==> src/rtl/pos_pkt_arbiter_pkg.sv <==
// rtl/pos_pkt_arbiter_pkg.sv - shared types and constants for the position packet arbiter
// Purpose: packet/GCID widths, FIFO entry layout, FSM state encoding.
package pos_pkt_arbiter_pkg;

  localparam int OFFSET_PKT_STRUCT_WIDTH = 8;
  localparam int GLOBAL_CELL_ID_WIDTH    = 4;
  localparam int POS_ARB_FIFO_DEPTH      = 16;
  localparam int POS_ARB_PKT_W           = OFFSET_PKT_STRUCT_WIDTH;
  localparam int POS_ARB_GCID_W          = 3 * GLOBAL_CELL_ID_WIDTH;

  // GCID sits above the packet so the packed entry is {gcid, pkt}
  typedef struct packed {
    logic [POS_ARB_GCID_W-1:0] gcid;
    logic [POS_ARB_PKT_W-1:0]  pkt;
  } pos_arb_entry_t;

  typedef enum logic [1:0] {
    ARB_IDLE   = 2'd0,
    ARB_ACTIVE = 2'd1,
    ARB_DRAIN  = 2'd2
  } arb_state_t;

endpackage

==> src/rtl/pos_pkt_fifo.sv <==
// rtl/pos_pkt_fifo.sv - per-cell synchronous FIFO of {gcid, pkt} entries
// Purpose: buffers one cell's packets in arrival order.
// Ports: clk, rst (async high), i_push/i_data write side, i_pop/o_data read side
//        (o_data is the head entry, valid while !o_empty), o_empty, o_full, o_count.
module pos_pkt_fifo
  import pos_pkt_arbiter_pkg::*;
#(
  parameter int DATA_W = $bits(pos_arb_entry_t),
  parameter int DEPTH  = POS_ARB_FIFO_DEPTH
) (
  input  logic                     clk,
  input  logic                     rst,
  input  logic                     i_push,
  input  logic [DATA_W-1:0]        i_data,
  input  logic                     i_pop,
  output logic [DATA_W-1:0]        o_data,
  output logic                     o_empty,
  output logic                     o_full,
  output logic [$clog2(DEPTH):0]   o_count
);

  localparam int AW = $clog2(DEPTH);

  logic [DATA_W-1:0] r_mem [DEPTH];
  logic [AW-1:0]     r_wptr;
  logic [AW-1:0]     r_rptr;
  logic [AW:0]       r_count;
  logic              w_push;
  logic              w_pop;

  assign o_empty = (r_count == '0);
  assign o_full  = (r_count == (AW+1)'(DEPTH));
  assign o_count = r_count;
  assign o_data  = r_mem[r_rptr];

  // Full/empty come from registered occupancy, so a push is judged before any same-cycle pop
  assign w_push = i_push & ~o_full;
  assign w_pop  = i_pop & ~o_empty;

  always_ff @(posedge clk or posedge rst) begin
    if (rst) begin
      r_wptr  <= '0;
      r_rptr  <= '0;
      r_count <= '0;
    end else begin
      if (w_push) r_wptr <= r_wptr + 1'b1;
      if (w_pop)  r_rptr <= r_rptr + 1'b1;
      r_count <= r_count + (AW+1)'(w_push) - (AW+1)'(w_pop);
    end
  end

  always_ff @(posedge clk) begin
    if (w_push) r_mem[r_wptr] <= i_data;
  end

endmodule

==> src/rtl/pos_pkt_arbiter.sv <==
// rtl/pos_pkt_arbiter.sv - per-cell FIFOs, round-robin arbiter and output register feeding the PE
// Purpose: buffer each cell's {gcid, pkt}, arbitrate cells round-robin onto one valid/ready
//          stream, and sequence IDLE -> ACTIVE -> DRAIN -> IDLE with a drain-complete pulse.
// Config:  POS_PKT_ARB_STATS_EN builds per-cell sent counters; otherwise o_sent_cnt is 0.
// Ports:   clk, rst (async high); i_PE_start / i_MU_start phase pulses;
//          i_pos_pkt / i_cur_gcid / i_valid per-cell inputs; o_almost_full, o_overflow per cell;
//          o_pkt / o_gcid / o_src_cell / o_pkt_valid with i_pkt_ready output stream;
//          o_drained pulse, o_state debug, o_sent_cnt per-cell 16-bit handshake counts.
module pos_pkt_arbiter
  import pos_pkt_arbiter_pkg::*;
#(
  parameter int NUM_CELLS  = 8,
  parameter int PKT_W      = POS_ARB_PKT_W,
  parameter int GCID_W     = POS_ARB_GCID_W,
  parameter int FIFO_DEPTH = POS_ARB_FIFO_DEPTH,
  parameter int AFULL_LVL  = FIFO_DEPTH - 4
) (
  input  logic                          clk,
  input  logic                          rst,
  input  logic                          i_PE_start,
  input  logic                          i_MU_start,
  input  logic [NUM_CELLS*PKT_W-1:0]    i_pos_pkt,
  input  logic [NUM_CELLS*GCID_W-1:0]   i_cur_gcid,
  input  logic [NUM_CELLS-1:0]          i_valid,
  output logic [NUM_CELLS-1:0]          o_almost_full,
  output logic [NUM_CELLS-1:0]          o_overflow,
  output logic [PKT_W-1:0]              o_pkt,
  output logic [GCID_W-1:0]             o_gcid,
  output logic [$clog2(NUM_CELLS)-1:0]  o_src_cell,
  output logic                          o_pkt_valid,
  input  logic                          i_pkt_ready,
  output logic                          o_drained,
  output logic [1:0]                    o_state,
  output logic [NUM_CELLS*16-1:0]       o_sent_cnt
);

  localparam int SRC_W = $clog2(NUM_CELLS);
  localparam int ENT_W = PKT_W + GCID_W;
  localparam int CNT_W = $clog2(FIFO_DEPTH) + 1;

  arb_state_t        r_state;
  arb_state_t        w_state_nxt;
  logic              w_drained;
  logic              w_accept;

  logic [NUM_CELLS-1:0] w_empty;
  logic [NUM_CELLS-1:0] w_full;
  logic [NUM_CELLS-1:0] w_push;
  logic [NUM_CELLS-1:0] w_pop;
  logic [ENT_W-1:0]     w_fifo_dout [NUM_CELLS];
  logic [CNT_W-1:0]     w_count     [NUM_CELLS];
  logic [NUM_CELLS-1:0] r_ovf;

  logic [SRC_W-1:0]  r_rr;
  logic [SRC_W-1:0]  w_grant;
  logic [SRC_W-1:0]  w_idx;
  logic              w_grant_valid;
  logic              w_load;

  logic              r_valid;
  logic [ENT_W-1:0]  r_data;
  logic [SRC_W-1:0]  r_src;

  assign w_accept = (r_state != ARB_IDLE);
  // Output register takes a new entry whenever it is empty or its entry leaves this cycle
  assign w_load   = ~r_valid | i_pkt_ready;

  genvar g;
  generate
    for (g = 0; g < NUM_CELLS; g++) begin : g_cell
      assign w_push[g] = i_valid[g] & w_accept & ~w_full[g];
      assign w_pop[g]  = w_load & w_grant_valid & (w_grant == SRC_W'(g));
      assign o_almost_full[g] = (w_count[g] >= CNT_W'(AFULL_LVL));

      pos_pkt_fifo #(
        .DATA_W (ENT_W),
        .DEPTH  (FIFO_DEPTH)
      ) u_fifo (
        .clk     (clk),
        .rst     (rst),
        .i_push  (w_push[g]),
        .i_data  ({i_cur_gcid[g*GCID_W +: GCID_W], i_pos_pkt[g*PKT_W +: PKT_W]}),
        .i_pop   (w_pop[g]),
        .o_data  (w_fifo_dout[g]),
        .o_empty (w_empty[g]),
        .o_full  (w_full[g]),
        .o_count (w_count[g])
      );
    end
  endgenerate

  // First non-empty FIFO at or after the round-robin pointer
  always_comb begin
    w_grant_valid = 1'b0;
    w_grant       = '0;
    w_idx         = '0;
    for (int i = 0; i < NUM_CELLS; i++) begin
      w_idx = SRC_W'((int'(r_rr) + i) % NUM_CELLS);
      if (!w_grant_valid && !w_empty[w_idx]) begin
        w_grant_valid = 1'b1;
        w_grant       = w_idx;
      end
    end
  end

  always_ff @(posedge clk or posedge rst) begin
    if (rst) begin
      r_state <= ARB_IDLE;
      r_rr    <= '0;
      r_valid <= 1'b0;
      r_data  <= '0;
      r_src   <= '0;
      r_ovf   <= '0;
    end else begin
      r_state <= w_state_nxt;
      if (w_load) begin
        r_valid <= w_grant_valid;
        if (w_grant_valid) begin
          r_data <= w_fifo_dout[w_grant];
          r_src  <= w_grant;
          r_rr   <= (w_grant == SRC_W'(NUM_CELLS-1)) ? '0 : w_grant + 1'b1;
        end
      end
      if (i_PE_start) r_ovf <= '0;
      else            r_ovf <= r_ovf | (i_valid & w_full & {NUM_CELLS{w_accept}});
    end
  end

  always_comb begin
    w_state_nxt = r_state;
    w_drained   = 1'b0;
    case (r_state)
      ARB_IDLE:   if (i_PE_start) w_state_nxt = ARB_ACTIVE;
      ARB_ACTIVE: if (i_MU_start) w_state_nxt = ARB_DRAIN;
      ARB_DRAIN: begin
        if ((&w_empty) && !r_valid) begin
          w_state_nxt = ARB_IDLE;
          w_drained   = 1'b1;
        end
      end
      default:    w_state_nxt = ARB_IDLE;
    endcase
  end

  assign o_pkt       = r_data[PKT_W-1:0];
  assign o_gcid      = r_data[PKT_W +: GCID_W];
  assign o_src_cell  = r_src;
  assign o_pkt_valid = r_valid;
  assign o_overflow  = r_ovf;
  assign o_drained   = w_drained;
  assign o_state     = r_state;

`ifdef POS_PKT_ARB_STATS_EN
  generate
    for (g = 0; g < NUM_CELLS; g++) begin : g_stats
      logic [15:0] r_sent;
      always_ff @(posedge clk or posedge rst) begin
        if (rst) begin
          r_sent <= '0;
        end else if (i_PE_start) begin
          r_sent <= '0;
        end else if (r_valid && i_pkt_ready && (r_src == SRC_W'(g)) && (r_sent != 16'hFFFF)) begin
          r_sent <= r_sent + 16'd1;
        end
      end
      assign o_sent_cnt[g*16 +: 16] = r_sent;
    end
  endgenerate
`else
  assign o_sent_cnt = '0;
`endif

endmodule

==> config.mk <==
export PLATFORM = sky130hd
export DESIGN_NAME = pos_pkt_arbiter
export DESIGN_NICKNAME = d
export VERILOG_FILES = /design/src/rtl/pos_pkt_arbiter_pkg.sv /design/src/rtl/pos_pkt_fifo.sv /design/src/rtl/pos_pkt_arbiter.sv
export SDC_FILE = /design/constraint.sdc
export NUM_CORES = 2
export LEC_CHECK = 0
export BUFFER_PORTS_ARGS = -buffer_cell sky130_fd_sc_hd__clkbuf_2
export CORE_UTILIZATION = 55
export CTS_CLUSTER_SIZE = 16
export DETAILED_ROUTE_END_ITERATION = 10
export GPL_ROUTABILITY_DRIVEN = 1
export PLACE_DENSITY = 0.76
export RECOVER_POWER = 25
export SLEW_MARGIN = 10
export SYNTH_ARGS = -nofsm -noshare
export SYNTH_HDL_FRONTEND = slang
export SYNTH_HIERARCHICAL = 1
export SYNTH_SLANG_ARGS = --single-unit
==> constraint.sdc <==
create_clock -name clk -period 5.01 [get_ports clk]
set_clock_uncertainty 0.05 [all_clocks]
set_input_delay 0.7515 -clock clk [delete_from_list [all_inputs] [get_ports clk]]
set_output_delay 0.7515 -clock clk [all_outputs]
set_load 0.02 [all_outputs]
==> results_dict.tcl <==
set metrics [dict create \
    status "finished, final reports clean" \
    max_freq_mhz 208 \
    cts.clk_slew.worst_paths_ns 0.06 \
    dp.final_hpwl_um 163000 \
    syn_to_final_growth_pct 11.9 \
    clk_latency_ns 0.94 \
    crit_path_end_kind "flop" \
    crit_start "g_cell[7].u_fifo/o_count[3]" \
    syn_area_mm2 0.110 \
    dr.pass1.iters 6 \
    design_area_mm2 0.123 \
    place_congestion 0.895 \
    crit_path_end "g_cell[7].u_fifo/o_count[4]" \
    drc 0 \
    setup_viol 0 \
    synth_flop_cell "edfxtp_1" \
    grt_max_degree 63 \
    power_frac_seq 0.412 \
    required_ns 5.79 \
    antenna_left 0 \
    p_leak_nw 42.2 \
    max-vdd-ir-drop_v 0.000374 \
    cts.sinks 2701 \
    drt-initial-drc-count 6653 \
    rows 163 \
    crit_arrival_ns 5.60 \
    synthCells 5908 \
    critPathMaxFanout 8 \
    period_needed_ns 4.82 \
    io_pins 344 \
    cts_made_buffers 283 \
    start_util 0.556 \
    seq_area_frac_synth 0.730 \
    relSlewSlack 0.195 \
    syn_avg_cell_area_um2 18.7 \
    cts_tree "yes" \
    start_kind "flop" \
    synth_cell_type_count 66 \
    layout_commonest_cell "edfxtp_1" \
    swShare 0.330 \
    final_util 0.622 \
    finalWorstSetupSlack_ns 0.192 \
    r2r_slack_ns 0.19 \
    r2r-start "g_cell[7].u_fifo/o_count[3]" \
    reg2reg_to "g_cell[7].u_fifo/o_count[4]" \
    portBuffers 215 \
    wl_per_cell_um 29.3 \
    layout.nets 6609 \
    dp_cells 8675 \
    worst_slew_pin_slew_ns 1.20 \
    synth_enable_flop_cells 2560 \
    ys_ff_latch 2701 \
    die_h_um 450 \
    cts-root-buf "clkbuf_16" \
    multi_input_area_mm2 0.0271 \
    critPathKind "flop to flop" \
    drive_above_1_share 0.206 \
    post-route-period-util 0.962 \
    die_x_um 450 \
    final_cell_mix "edfxtp_1, mux2i_1, mux4_2" \
    grt_antenna_before_repair 60 \
    grt_pass1_wl_um 388000 \
    p_clk_frac 0.285 \
    fin_cells 9199 \
    vias 58000 \
    h-tree-depth 5 \
    synth_warnings 6 \
    core_area_mm2 0.198 \
    finalHoldViolations 0 \
    vias_per_cell 6.30 \
    hold_buffers 0 \
    clockBufferDepth 4 \
    synthArstFlopShare 0.0522 \
    dp_slack_ns 0.00800 \
    hold_class "input port to flop" \
    fill_cells 13300 \
    wirelength_um 269000 \
    worstRegToRegCells 23 \
    grt-ovfl-total 0 \
    power_density_mw_per_mm2 567 \
    grt_pass1_vias 57600 \
    max_cap_viol_count 0 \
    track_usage 0.262 \
    ff_latch_area_mm2 0.0804 \
    placed_cell_area_mm2 0.114 \
    switchingPower_w 0.0231 \
    die-area_mm2 0.202 \
    internal_power_w 0.0468 \
    p_comb_frac 0.303 \
    maxSlewViolCount 0 \
    p_total_w 0.0699 \
]
[sequential cells by signal, summed over array words and instances, names as in the netlist]
signal	count
g_cell.u_fifo/r_mem	2560
g_cell.u_fifo/r_wptr	32
o_src_cell	3
o_pkt_valid	1
r_data	20
r_rr	3
g_cell.u_fifo/r_rptr	32
g_cell.u_fifo/o_count	40
o_state	2
o_overflow	8
[routing by layer]
metal,part of all wire,global-route usage
met1,0.37,0.333
met2,0.49,0.423
met3,0.084,0.0521
met4,0.063,0.154
met5,0.00091,0
[worst min-delay path by stage]
| stage | from | to | slack (ns) | cells after the start |
|---|---|---|---|---|
| 2_1_floorplan | g_cell[0].u_fifo/r_rptr[2] | g_cell[0].u_fifo/r_rptr[2] | 0.44 | 1 |
| 3_3_place_gp | o_overflow[2] | o_overflow[2] | 0.43 | 2 |
| 3_5_place_dp | r_data[15] | r_data[15] | 0.43 | 2 |
| 4_1_cts | i_valid[6] | o_overflow[6] | 0.02 | 3 |
| 5_1_grt | i_valid[6] | o_overflow[6] | 0.05 | 3 |
| 6_report | i_valid[6] | o_overflow[6] | 0.07 | 3 |
[synthesized netlist by cell type (2+ instances only)]
master	n	area share
xnor2_1	59	0.0047
buf_2	79	0.0036
a221oi_2	78	0.011
a221oi_1	243	0.019
buf_6	37	0.0038
nor2_1	77	0.0026
nand3b_1	2	0.00014
buf_4	188	0.013
a21oi_1	20	0.00091
xor2_1	25	0.0020
nor3b_1	16	0.0011
buf_12	8	0.0015
nor2b_1	20	0.0011
nor4b_1	8	0.00064
nor4_1	33	0.0019
o211ai_2	6	0.00068
and2_1	74	0.0042
nand3_1	33	0.0015
a31oi_1	10	0.00057
nand4_1	10	0.00057
fa_1	8	0.0015
o21bai_1	2	0.00014
inv_1	145	0.0049
o21a_1	2	0.00014
and3_1	3	0.00017
mux2i_1	691	0.063
or3_1	2	0.00011
o211ai_1	64	0.0044
o21ai_0	179	0.0081
edfxtp_1	2560	0.70
nand2_1	229	0.0078
dfrtp_1	141	0.032
mux4_2	330	0.067
clkbuf_1	137	0.0047
and4bb_1	8	0.00091
buf_8	16	0.0022
mux2_1	5	0.00051
a22oi_1	161	0.011
inv_2	9	0.00031
a21o_1	16	0.0011
mux2_2	46	0.0047
nand2b_1	10	0.00057
ha_1	95	0.011
[kinds of logic (layout without fill, tap and decap cells)]
logic type	Yosys count	count (layout)	share of synthesized area
DFF	2701	2701	0.730
muxes	1072	1072	0.135
AOI/OAI and AO/OA	797	797	0.0586
buffers and inverters	619	1110	0.0337
and+or+nand+nor	531	531	0.0237
adders and majority gates	103	103	0.0122
xor gates and xnor gates	84	84	0.00668
other	1	161	0.0000340
[power by group through the flow]
| stage | combinational [W] | clock [W] | sequential, W |
|---|---|---|---|
| after floorplan | 0.0152 | 0 | 0.0279 |
| final | 0.0212 | 0.0199 | 0.0288 |
| after global routing | 0.0223 | 0.0210 | 0.0290 |
| after global placement | 0.0203 | 0 | 0.0291 |
| after CTS | 0.0210 | 0.0201 | 0.0288 |
| after detailed placement | 0.0208 | 0 | 0.0292 |
[final cells by class]
| type | count | share of cell area |
|---|---|---|
| repair buffers | 478 | 0.0252 |
| flip-flops and latches | 2701 | 0.653 |
| diodes | 33 | 0.000670 |
| clock inverters | 133 | 0.00957 |
| inverters | 154 | 0.00469 |
| clock buffers | 345 | 0.0609 |
| multi-input cells | 2715 | 0.220 |
| well taps | 2640 | 0.0268 |
[stage by stage]
step	TNS [ns]	hold WS, ns
global placement	0	0.428
CTS	0	0.0218
finish	0	0.0711
detailed placement	0	0.428
global route	-0.0125	0.0492
floorplan	0	0.438
[what timing repair did]
action,4_1_cts,5_1_grt
setup endpoints to repair,1,12
pin swaps,0,8
gates resized for setup,1,14
buffers inserted,0,13
[critical path: stages, from the launching register on]
cell and delay (ns):
dfrtp_1 0.39, inv_1 0.08, ha_1 0.20, nor4b_2 0.16
buf_4 0.17, mux4_2 0.51, buf_4 0.18, mux2i_2 0.21
nor2b_4 0.21, a221oi_1 0.09, o32a_2 0.42, nand2_8 0.09
ha_1 0.16, and3_1 0.18, nor2b_1 0.20, ha_1 0.26
inv_1 0.06, ha_1 0.17, inv_1 0.06, fa_1 0.43
inv_1 0.08, a21oi_1 0.06, o21bai_1 0.18, xnor2_1 0.14
No activity file was read; power rests on OpenSTA's default activity.
